File: src/rtl/cpu_ctrl_pkg.sv
// cpu_ctrl_pkg: state encodings, opcode constants and the opcode -> execute-length decode shared by the sequencer.
package cpu_ctrl_pkg;
  typedef enum logic [2:0] {
    FETCH  = 3'd0,
    WAIT   = 3'd1,
    DECODE = 3'd2,
    EXEC   = 3'd3,
    HALT   = 3'd4
  } state_t;
  localparam logic [3:0] OP_NOP = 4'd0;
  localparam logic [3:0] OP_LOAD = 4'd8;
  localparam logic [3:0] OP_STORE = 4'd9;
  localparam logic [3:0] OP_JMP = 4'd10;
  localparam logic [3:0] OP_BRZ = 4'd11;
  localparam logic [3:0] OP_HALT = 4'd15;
  typedef struct packed {
    logic [3:0] len;
    logic       jmp;
    logic       brz;
    logic       halt;
    logic       illegal;
  } dec_t;
  // Undefined opcodes 12-14 run as a one-cycle NOP; lengths clamp to emax.
  function automatic dec_t exec_len(input logic [3:0] op, input int emax);
    dec_t d;
    int l;
    l = (op == OP_NOP || op == OP_JMP || op >= 4'd12) ? 1 :
        (op inside {[4'd1:4'd7]} || op == OP_BRZ) ? 2 : 3;
    d.len = 4'(l > emax ? emax : l);
    d.jmp = op == OP_JMP;
    d.brz = op == OP_BRZ;
    d.halt = op == OP_HALT;
    d.illegal = op inside {[4'd12:4'd14]};
    return d;
  endfunction
endpackage

File: src/rtl/cpu_control_fsm_if.sv
// cpu_control_fsm_if: instruction ROM read bus.
//   rom_read_enable/rom_addr: controller -> ROM; rom_valid/rom_data: ROM -> controller.
interface cpu_control_fsm_if #(
  parameter int PC_W = 8,
  parameter int INSTR_W = 16
);
  logic               rom_read_enable;
  logic [PC_W-1:0]    rom_addr;
  logic               rom_valid;
  logic [INSTR_W-1:0] rom_data;
  modport master (output rom_read_enable, rom_addr, input rom_valid, rom_data);
  modport slave (input rom_read_enable, rom_addr, output rom_valid, rom_data);
endinterface

File: src/rtl/cpu_opcode_decode.sv
// cpu_opcode_decode: combinational opcode decode.
//   op in; len (execute cycles), is_jmp, is_brz, is_halt, illegal out.
module cpu_opcode_decode
  import cpu_ctrl_pkg::*;
#(
  parameter int EXEC_MAX = 4
) (
  input  logic [3:0] op,
  output logic [3:0] len,
  output logic       is_jmp,
  output logic       is_brz,
  output logic       is_halt,
  output logic       illegal
);
  assign {len, is_jmp, is_brz, is_halt, illegal} = exec_len(op, EXEC_MAX);
endmodule

File: src/rtl/cpu_control_fsm.sv
// cpu_control_fsm: fetch/wait/decode/execute/halt instruction sequencer.
//   clk, reset (async, active-high), run (0 = stall), zero_flag (BRZ), resume (leave HALT);
//   rom: ROM read bus; ir/ir_load: instruction register and load pulse;
//   state, exec_step, pc, halted, illegal: sequencer status.
module cpu_control_fsm
  import cpu_ctrl_pkg::*;
#(
  parameter int PC_W = 8,
  parameter int INSTR_W = 16,
  parameter int EXEC_MAX = 4,
  localparam int SW = EXEC_MAX > 1 ? $clog2(EXEC_MAX) : 1
) (
  input  logic               clk,
  input  logic               reset,
  input  logic               run,
  input  logic               zero_flag,
  input  logic               resume,
  cpu_control_fsm_if.master  rom,
  output logic [INSTR_W-1:0] ir,
  output logic               ir_load,
  output logic [2:0]         state,
  output logic [SW-1:0]      exec_step,
  output logic [PC_W-1:0]    pc,
  output logic               halted,
  output logic               illegal
);
  state_t             st, st_n;
  logic [PC_W-1:0]    pc_n;
  logic [INSTR_W-1:0] ir_n;
  logic [SW-1:0]      step_n;
  logic               ir_load_n, illegal_n;
  logic [3:0]         len;
  logic               is_jmp, is_brz, is_halt, is_ill, last;
  // ir is stable from DECODE through EXEC, so the decode is taken straight off it.
  cpu_opcode_decode #(.EXEC_MAX(EXEC_MAX)) u_dec (
    .op(ir[INSTR_W-1 -: 4]),
    .len(len),
    .is_jmp(is_jmp),
    .is_brz(is_brz),
    .is_halt(is_halt),
    .illegal(is_ill)
  );
  assign last = 32'(exec_step) == 32'(len) - 32'd1;
  always_comb begin
    st_n = st;
    pc_n = pc;
    ir_n = ir;
    step_n = exec_step;
    ir_load_n = 1'b0;
    illegal_n = 1'b0;
    if (run) begin
      case (st)
        FETCH, WAIT: begin
          st_n = rom.rom_valid ? DECODE : WAIT;
          ir_n = rom.rom_valid ? rom.rom_data : ir;
          ir_load_n = rom.rom_valid;
        end
        DECODE: begin
          step_n = '0;
          illegal_n = is_ill;
          st_n = is_halt ? HALT : EXEC;
        end
        EXEC: begin
          step_n = last ? '0 : exec_step + 1'b1;
          st_n = last ? FETCH : EXEC;
          pc_n = !last ? pc : (is_jmp || (is_brz && zero_flag)) ? ir[PC_W-1:0] : pc + 1'b1;
        end
        HALT: begin
          st_n = resume ? FETCH : HALT;
          pc_n = resume ? pc + 1'b1 : pc;
        end
        default: st_n = FETCH;
      endcase
    end
  end
  always_ff @(posedge clk or posedge reset) begin
    if (reset) begin
      st <= FETCH;
      pc <= '0;
      ir <= '0;
      exec_step <= '0;
      ir_load <= 1'b0;
      illegal <= 1'b0;
    end else begin
      st <= st_n;
      pc <= pc_n;
      ir <= ir_n;
      exec_step <= step_n;
      ir_load <= ir_load_n;
      illegal <= illegal_n;
    end
  end
  assign state = st;
  assign halted = st == HALT;
  assign rom.rom_read_enable = !reset && run && (st == FETCH || st == WAIT);
  assign rom.rom_addr = pc;
endmodule
File: src/flat_wrapper.sv
// flat-port wrapper written by rule: the top's interface ports become plain ports
module cpu_control_fsm_flat import cpu_ctrl_pkg::*;
#(
  parameter int PC_W = 8,
  parameter int INSTR_W = 16,
  parameter int EXEC_MAX = 4,
  localparam int SW = EXEC_MAX > 1 ? $clog2(EXEC_MAX) : 1
)
  (clk, reset, run, zero_flag, resume, ir, ir_load, state, exec_step, pc, halted, illegal, rom_rom_read_enable, rom_rom_addr, rom_rom_valid, rom_rom_data);
  cpu_control_fsm_if #(.PC_W(PC_W), .INSTR_W(INSTR_W)) rom_i ();
  input  logic clk;
  input  logic reset;
  input  logic run;
  input  logic zero_flag;
  input  logic resume;
  output logic [INSTR_W-1:0] ir;
  output logic ir_load;
  output logic [2:0] state;
  output logic [SW-1:0] exec_step;
  output logic [PC_W-1:0] pc;
  output logic halted;
  output logic illegal;
  output wire logic [$bits(rom_i.rom_read_enable)-1:0] rom_rom_read_enable;
  output wire logic [$bits(rom_i.rom_addr)-1:0] rom_rom_addr;
  input wire logic [$bits(rom_i.rom_valid)-1:0] rom_rom_valid;
  input wire logic [$bits(rom_i.rom_data)-1:0] rom_rom_data;
  assign rom_rom_read_enable = rom_i.rom_read_enable;
  assign rom_rom_addr = rom_i.rom_addr;
  assign rom_i.rom_valid = rom_rom_valid;
  assign rom_i.rom_data = rom_rom_data;
  cpu_control_fsm #(.PC_W(PC_W), .INSTR_W(INSTR_W), .EXEC_MAX(EXEC_MAX)) u_core (.clk(clk), .reset(reset), .run(run), .zero_flag(zero_flag), .resume(resume), .rom(rom_i), .ir(ir), .ir_load(ir_load), .state(state), .exec_step(exec_step), .pc(pc), .halted(halted), .illegal(illegal));
endmodule
File: config.mk
export PLATFORM = sky130hd
export DESIGN_NAME = cpu_control_fsm_flat
export DESIGN_NICKNAME = d
export VERILOG_FILES = /design/src/rtl/cpu_ctrl_pkg.sv /design/src/rtl/cpu_control_fsm_if.sv /design/src/rtl/cpu_opcode_decode.sv /design/src/rtl/cpu_control_fsm.sv /design/src/flat_wrapper.sv
export SDC_FILE = /design/constraint.sdc
export NUM_CORES = 1
export LEC_CHECK = 0
export CORE_AREA = 2 2 69 71
export DETAILED_ROUTE_END_ITERATION = 8
export DIE_AREA = 0 0 71 73
export PLACE_DENSITY = 0.74
export SYNTH_ARGS = -nofsm -noshare
export SYNTH_HDL_FRONTEND = slang
export SYNTH_SLANG_ARGS = --single-unit
File: constraint.sdc
create_clock -name clk -period 1.62 [get_ports clk]
set_input_delay 0.324 -clock clk [delete_from_list [all_inputs] [get_ports clk]]
set_output_delay 0.324 -clock clk [all_outputs]
set_load 0.01 [all_outputs]
After elaboration in Yosys (flattened, before gate mapping)
Cells that the tools add are included.
- register bits after elaboration: 31
- latch bits: 0
- RAM bits: 0
- memory bits (read-only): 0
- input port bits: 22
- output and inout bits: 41
- logic and storage cells: 61
- memories kept: 0
- $add $sub $neg: 3
- $mul: 0
- divide/modulo/power cells: 0
- order comparisons: 5
- equality and inequality tests: 10
- shift operators: 0
- multiplexer cells: 18
- bitwise logic cells: 0
- reductions and logical operators: 19
- operator list (cell ; number):
    2-bit by 32-bit == test with 1-bit output ; 1
    8-bit 2-to-1 mux ; 3
    8-bit one-hot mux with 2 select lines ; 1
    4-bit == test, second input constant ; 3
    3-bit one-hot mux with 4 select lines ; 1
    3-bit 2-to-1 mux ; 3
    8-bit by 1-bit adder with 8-bit output, second input constant ; 1
    2-bit 2-to-1 mux ; 4
    3-bit by 2-bit == test with 1-bit output, second input constant ; 2
    1-bit logical AND ; 5
    1-bit logical OR ; 5
    1-bit 2-to-1 mux ; 5
    4-bit by 1-bit greater-or-equal comparator with 1-bit output, second input constant ; 1
    4-bit greater-or-equal comparator, second input constant ; 1
    4-bit by 3-bit less-or-equal comparator with 1-bit output, second input constant ; 1
    4-bit less-or-equal comparator, second input constant ; 1
    4-bit logical NOT ; 1
    2-bit one-hot mux with 2 select lines ; 1
    4-bit AND reduction ; 1
    2-bit nonzero test ; 2
    3-bit by 1-bit subtractor with 4-bit output, second input constant ; 1
    3-bit by 1-bit == test with 1-bit output, second input constant ; 1
    3-bit == test, second input constant ; 1
    2-bit by 3-bit greater-than comparator with 1-bit output, second input constant ; 1
    8 further kinds ; 8

Logic depth before layout (Yosys ltp)
- word-level depth: 11
- mapped depth: 7
- mapped depth without buffers: 5

Hierarchy
From an unflattened synthesis, not the netlist that was laid out.
- cell total of the unflattened synthesis: 165
- area, all modules: 1682.9 um2
- modules (own cells, without submodules) (module ; instances ; cells an instance ; area each (um2)):
    cpu_control_fsm ; 1 ; 148 ; 1586.5
    cpu_opcode_decode ; 1 ; 17 ; 96.3

Worst setup path after synthesis
No wires, ideal clock.
- kind: register to register
- start point: register u_core.st[2] (netlist: u_core.state[2])
- end point: register u_core.pc[5]
- setup time: 0.127 ns
- arrival: 1.644 ns
- data required time: 1.493 ns
- slack: -0.151 ns
- stages on the path, launching flop included: 6
- period minus slack after synthesis: 1.771 ns
- path through: dfrtp_1 -> nor3b_2 -> a2111oi_4 -> buf_6 -> mux2i_1 -> o2bb2a_1
- cells in the longest elaborated chain, start to end: 3
- elaborated cells between the ends (all ways): 7
- those cells by class: eq/ne (4); mux (1); reduce/logical (2)
- RTL lines (element ; line ; source):
    from (decl) ; cpu_control_fsm.sv:27 ; state_t st, st_n;
    from (signal assigned) ; cpu_control_fsm.sv:85 ; st <= st_n;
    3-bit == test (*) ; n/a ;
    via halted ; flat_wrapper.sv:21 ; output logic halted;
    2-bit != test (no line) or 2-bit nonzero test (tied branches) ; n/a ;
    4-bit AND reduction (no line) ; n/a ;
    to (signal assigned) ; cpu_control_fsm.sv:86 ; pc <= pc_n;
    to (decl) ; cpu_control_fsm.sv:23 ; output logic [PC_W-1:0] pc,
Mark *: on every way through the listed nets, which the timed path passes. The rest lies on a longest branch.
A chain may end at the register's enable or synchronous reset.

Worst setup path in the final report
- start point: register u_core.ir[14]
- end point: register u_core.pc[0]
- cells in the longest elaborated chain, start to end: 11
- elaborated cells between the ends (all ways): 23
- those cells by class: add/sub (1); order compare (4); eq/ne (4); mux (6); reduce/logical (8)
- RTL lines (element ; line ; source):
    from (decl) ; cpu_control_fsm.sv:19 ; output logic [INSTR_W-1:0] ir,
    from (signal assigned) ; cpu_control_fsm.sv:87 ; ir <= ir_n;
    4-bit by 1-bit greater-or-equal comparator with 1-bit output or 4-bit by 3-bit less-or-equal comparator with 1-bit output (tied branches) ; cpu_ctrl_pkg.sv:28 ; (op inside {[4'd1:4'd7]} || op == OP_BRZ) ? 2 : 3;
    1-bit logical AND ; cpu_ctrl_pkg.sv:28 ;
    1-bit logical OR ; cpu_ctrl_pkg.sv:28 ;
    1-bit 2-to-1 mux ; cpu_ctrl_pkg.sv:28 ;
    2-bit 2-to-1 mux ; cpu_ctrl_pkg.sv:27 ; l = (op == OP_NOP || op == OP_JMP || op >= 4'd12) ? 1 :
    2-bit by 3-bit greater-than comparator with 1-bit output ; cpu_ctrl_pkg.sv:29 ; d.len = 4'(l > emax ? emax : l);
    3-bit 2-to-1 mux ; cpu_ctrl_pkg.sv:29 ;
    3-bit by 1-bit subtractor with 4-bit output ; cpu_control_fsm.sv:43 ; assign last = 32'(exec_step) == 32'(len) - 32'd1;
    2-bit by 32-bit == test with 1-bit output ; cpu_control_fsm.sv:43 ;
    2-bit by 1-bit != test with 1-bit output (no line) ; n/a ;
    4-bit AND reduction (no line) ; n/a ;
Parallel ways exist; a longest one is shown, timed or not. The select of a mux whose other input is x is not followed.

==> load_flow_metrics.sql <==
INSERT INTO impl_metrics (metric_group, metric, value, unit) VALUES
('run_status', 'run_status', 'finished with violations', ''),
('run_status', 'violations', 'negative setup slack', ''),
('synthesis', 'area_contributors_post_synth', 'sky130_fd_sc_hd__dfrtp_1, sky130_fd_sc_hd__mux2_2, sky130_fd_sc_hd__mux2i_1', ''),
('global_route', 'grt_overflow_total', '0', ''),
('synthesis', 'yosys.cell_types.count', '41', ''),
('setup_path', 'crit_path_max_fanout', '14', ''),
('die', 'floorplan.die.width', '71', 'um'),
('sta', 'finalCritPeriodShare', '101.0', '%'),
('synthesis', 'synth.top_cell.area_share', '44.96', '%'),
('layout', 'number_of_diodes', '0', ''),
('placement', 'numPlacedInstances', '298', ''),
('sta', 'worst_clock_skew', '0.005109', 'ns'),
('synthesis', 'syn_warnings', '0', ''),
('setup_path', 'worst_path_dominant_cell_family', 'compound AO/OA/AOI/OAI gates', ''),
('layout', 'fin_util', '63.89', '%'),
('pwr', 'power_frac_seq', '28.2', '%'),
('sta', 'max_slew_margin', '77.44', '%'),
('cts', 'worst_setup_hold_path_clk_slew', '0.07', 'ns'),
('sta', 'grt_setup_unrepaired', 'true', ''),
('synthesis', 'synth_largest_area_cell', 'sky130_fd_sc_hd__dfrtp_1', ''),
('cts', 'cts_tree', 'yes', ''),
('synthesis', 'cell_count_after_synthesis', '164', ''),
('route', 'drcViolationCount', '0', ''),
('setup_path', 'cp_data_required_time', '1.79', 'ns'),
('pwr', 'swShare', '36.61', '%'),
('die', 'coreArea', '0.004536', 'sq mm'),
('layout', 'layout.nets', '289', ''),
('pwr', 'int_power', '3.332', 'mW'),
('synthesis', 'yosysSeqAreaShare', '44.96', '%'),
('synthesis', 'async_flop_share', '100.0', '%'),
('placement', 'gp_routability_congestion', '0.8678', ''),
('cts', 'clock_latency_late_sink', '0.29', 'ns'),
('route', 'number_of_drc_violations_after_detailed_routing_iteration_0', '123', ''),
('sta', 'tightestPinTransition', '0.3384', 'ns'),
('synthesis', 'synth_seq_cells', '31', ''),
('pwr', 'p_sw', '1.925', 'mW'),
('sta', 'clock.fmax', '0.6110', 'GHz'),
('synthesis', 'synth_edf_count', '0', ''),
('layout', 'layout.cell_area.non_filler', '0.002898', 'sq mm'),
('cts', 'cts_root_buffer', 'sky130_fd_sc_hd__clkbuf_8', ''),
('global_route', 'grt_pass1_wl', '7.479', 'mm'),
('die', 'design.die.area', '0.005183', 'sq mm'),
('sta', 'setup_slack', '-0.01662', 'ns'),
('setup_path', 'crit_slowest_cell', 'sky130_fd_sc_hd__dfrtp_2', ''),
('sta', 'timing.final.crit_period', '1.637', 'ns'),
('placement', 'hpwlAfterDp', '3.244', 'mm'),
('route', 'vias', '1688', ''),
('sta', 'final_hold_viol_count', '0', ''),
('route', 'drt_wl_total', '4.670', 'mm'),
('die', 'boundaryPins', '63', ''),
('layout', 'final-instance-count-excl-fill', '321', ''),
('cts', 'cts_sinks', '31', ''),
('die', 'fp-row-count', '25', ''),
('global_route', 'pin_count_of_the_biggest_net_entering_global_routing', '32', ''),
('cts', 'cts_inserted_buffers', '5', ''),
('die', 'die_h', '73', 'um'),
('worst_hold_path', 'min_path_type', 'primary input to async pin', ''),
('placement', 'detailedPlace.worstSlack', '-0.3768', 'ns'),
('placement', 'dpl_cell_area', '0.002613', 'sq mm'),
('sta', 'final-max-slew-violation-count', '0', ''),
('pwr', 'vdd_ir_drop_max', '1.034', 'mV'),
('synthesis', 'postSynthNetCount', '187', ''),
('layout', 'final_layout_size_suffix_gt1_share', '38.95', '%'),
('setup_path', 'critical_path_data_arrival_time', '1.81', 'ns'),
('sta', 'finalSetupViolCount', '8', ''),
('pwr', 'power.combinational.fraction', '58.7', '%'),
('die', 'starting_density_of_the_core', '38.04', '%'),
('synthesis', 'syn-cell-area', '0.001725', 'sq mm'),
('cts', 'cts-root-to-sink-buffers', '2', ''),
('pwr', 'p_leak', '1.305', 'nW'),
('route', 'ant_nets', '0', '');
-- final timing paths --
check / from / endpoint / slack [ns] / depth (start not counted)
worst max-delay path: u_core.ir[14] / u_core.pc[0] / -0.02 / 6
worst min-delay path: reset / u_core.pc[1] / 0.40 / 3
worst max register to register: u_core.ir[14] / u_core.pc[0] / -0.02 / 6
worst min register to register: u_core.ir[8] / u_core.ir[8] / 0.51 / 1
max in group asynchronous: reset / u_core.pc[5] / 1.03 / 3
min in group clk: run / u_core.state[0] / 0.48 / 3
-- state kept, by name, indices dropped and copies added (netlist names) --
| name | cells |
|---|---|
| u_core.ir | 16 |
| u_core.pc | 8 |
| u_core.state | 3 |
| u_core.exec_step | 2 |
| u_core.illegal | 1 |
| u_core.ir_load | 1 |
-- synthesized netlist by cell type, types with 5 or more instances --
| master | number |
|---|---|
| sky130_fd_sc_hd__dfrtp_1 | 31 |
| sky130_fd_sc_hd__mux2i_1 | 7 |
| sky130_fd_sc_hd__nand2_1 | 11 |
| sky130_fd_sc_hd__buf_4 | 8 |
| sky130_fd_sc_hd__a21oi_1 | 13 |
| sky130_fd_sc_hd__inv_1 | 5 |
| sky130_fd_sc_hd__o21ai_0 | 7 |
| sky130_fd_sc_hd__mux2_2 | 15 |
| sky130_fd_sc_hd__o2bb2a_1 | 6 |
| sky130_fd_sc_hd__nor2_1 | 11 |
-- worst register-to-register path, stage by stage (launching register included) --
cell and delay [ns]:
sky130_fd_sc_hd__dfrtp_2 0.44, sky130_fd_sc_hd__buf_6 0.14, sky130_fd_sc_hd__a2111oi_4 0.34, sky130_fd_sc_hd__buf_12 0.19, sky130_fd_sc_hd__or2b_1 0.23, sky130_fd_sc_hd__a21oi_1 0.11
sky130_fd_sc_hd__a211oi_1 0.06
-- per-layer routing --
| metal | track usage, % | share of wire [%] | up-vias | wire (um) |
|---|---|---|---|---|
| li1 | - | - | 795 | - |
| met3 | 4.144 | 5.9 | 9 | 274 |
| met4 | 8.176 | 1.8 | 0 | 86 |
| met2 | 30.01 | 50 | 56 | 2325 |
| met1 | 23.93 | 42 | 828 | 1983 |
| met5 | 0 | 0 | - | 0 |
-- what timing repair did --
action	CTS	global route
hold buffers	0	0
pin swaps	1	3
resized for setup	34	17
setup endpoints to repair	40	21
setup buffers	10	5
-- cell usage in the layout (no fill, tap or decap), types with 2 or more instances in the layout --
cell type	instances
sky130_fd_sc_hd__nor2b_1	2
sky130_fd_sc_hd__buf_12	3
sky130_fd_sc_hd__nand3_1	3
sky130_fd_sc_hd__dlymetal6s2s_1	5
sky130_fd_sc_hd__o21ai_0	6
sky130_fd_sc_hd__a31oi_1	2
sky130_fd_sc_hd__nor2_1	11
sky130_fd_sc_hd__nand2b_4	2
sky130_fd_sc_hd__buf_4	38
sky130_fd_sc_hd__buf_6	5
sky130_fd_sc_hd__buf_2	2
sky130_fd_sc_hd__nand2_1	10
sky130_fd_sc_hd__mux2i_1	7
sky130_fd_sc_hd__dfrtp_1	23
sky130_fd_sc_hd__nor3b_4	2
sky130_fd_sc_hd__inv_1	4
sky130_fd_sc_hd__clkbuf_8	7
sky130_fd_sc_hd__a21oi_1	13
sky130_fd_sc_hd__clkdlybuf4s50_1	43
sky130_fd_sc_hd__a211oi_1	2
sky130_fd_sc_hd__o2bb2a_2	6
sky130_fd_sc_hd__dfrtp_2	8
sky130_fd_sc_hd__nand4_1	3
sky130_fd_sc_hd__nor3_2	3
sky130_fd_sc_hd__o21ai_2	2
sky130_fd_sc_hd__o22ai_1	2
sky130_fd_sc_hd__mux2_2	15
sky130_fd_sc_hd__nand2b_1	2
sky130_fd_sc_hd__dlygate4sd2_1	12
-- kinds of logic (layout without fill, tap and decap cells) --
group,count (synthesis),in the layout,synth area share [%]
buffers and inverters,18,121,6.382
and+or+nand+nor,51,51,16.82
adders and majority gates,1,1,0.7250
DFF,31,31,44.96
muxes,22,22,13.85
AOI/OAI and AO/OA,41,41,17.26
-- metrics by stage --
step | hold WS, ns | total power, mW
global placement | 0.4882 | 4.256
finish | 0.3968 | 5.257
floorplan | 0.4275 | 2.839
global route | 0.4454 | 5.597
detailed placement | 0.4944 | 4.304
CTS | 0.4112 | 5.128
-- final cells by class --
type,count,area (sq um)
Clock buffer,7,96.34
Clock inverter,1,7.507
Fill cell,387,1638
Inverter,5,18.77
Multi-Input combinational cell,115,912.1
Sequential cell,31,785.8
Tap cell,54,67.56
Timing Repair Buffer,108,1010
-- power by group through the flow --
| stage | Sequential [mW] | Combinational [mW] | Clock [mW] |
|---|---|---|---|
| final | 1.48 | 3.08 | 0.691 |
| after global routing | 1.54 | 3.32 | 0.745 |
| after CTS | 1.48 | 2.93 | 0.713 |
| after detailed placement | 1.54 | 2.76 | 0 |
| after global placement | 1.53 | 2.72 | 0 |
| after floorplan | 1.66 | 1.18 | 0 |
Note: power is estimated with default switching activity, not from simulation.
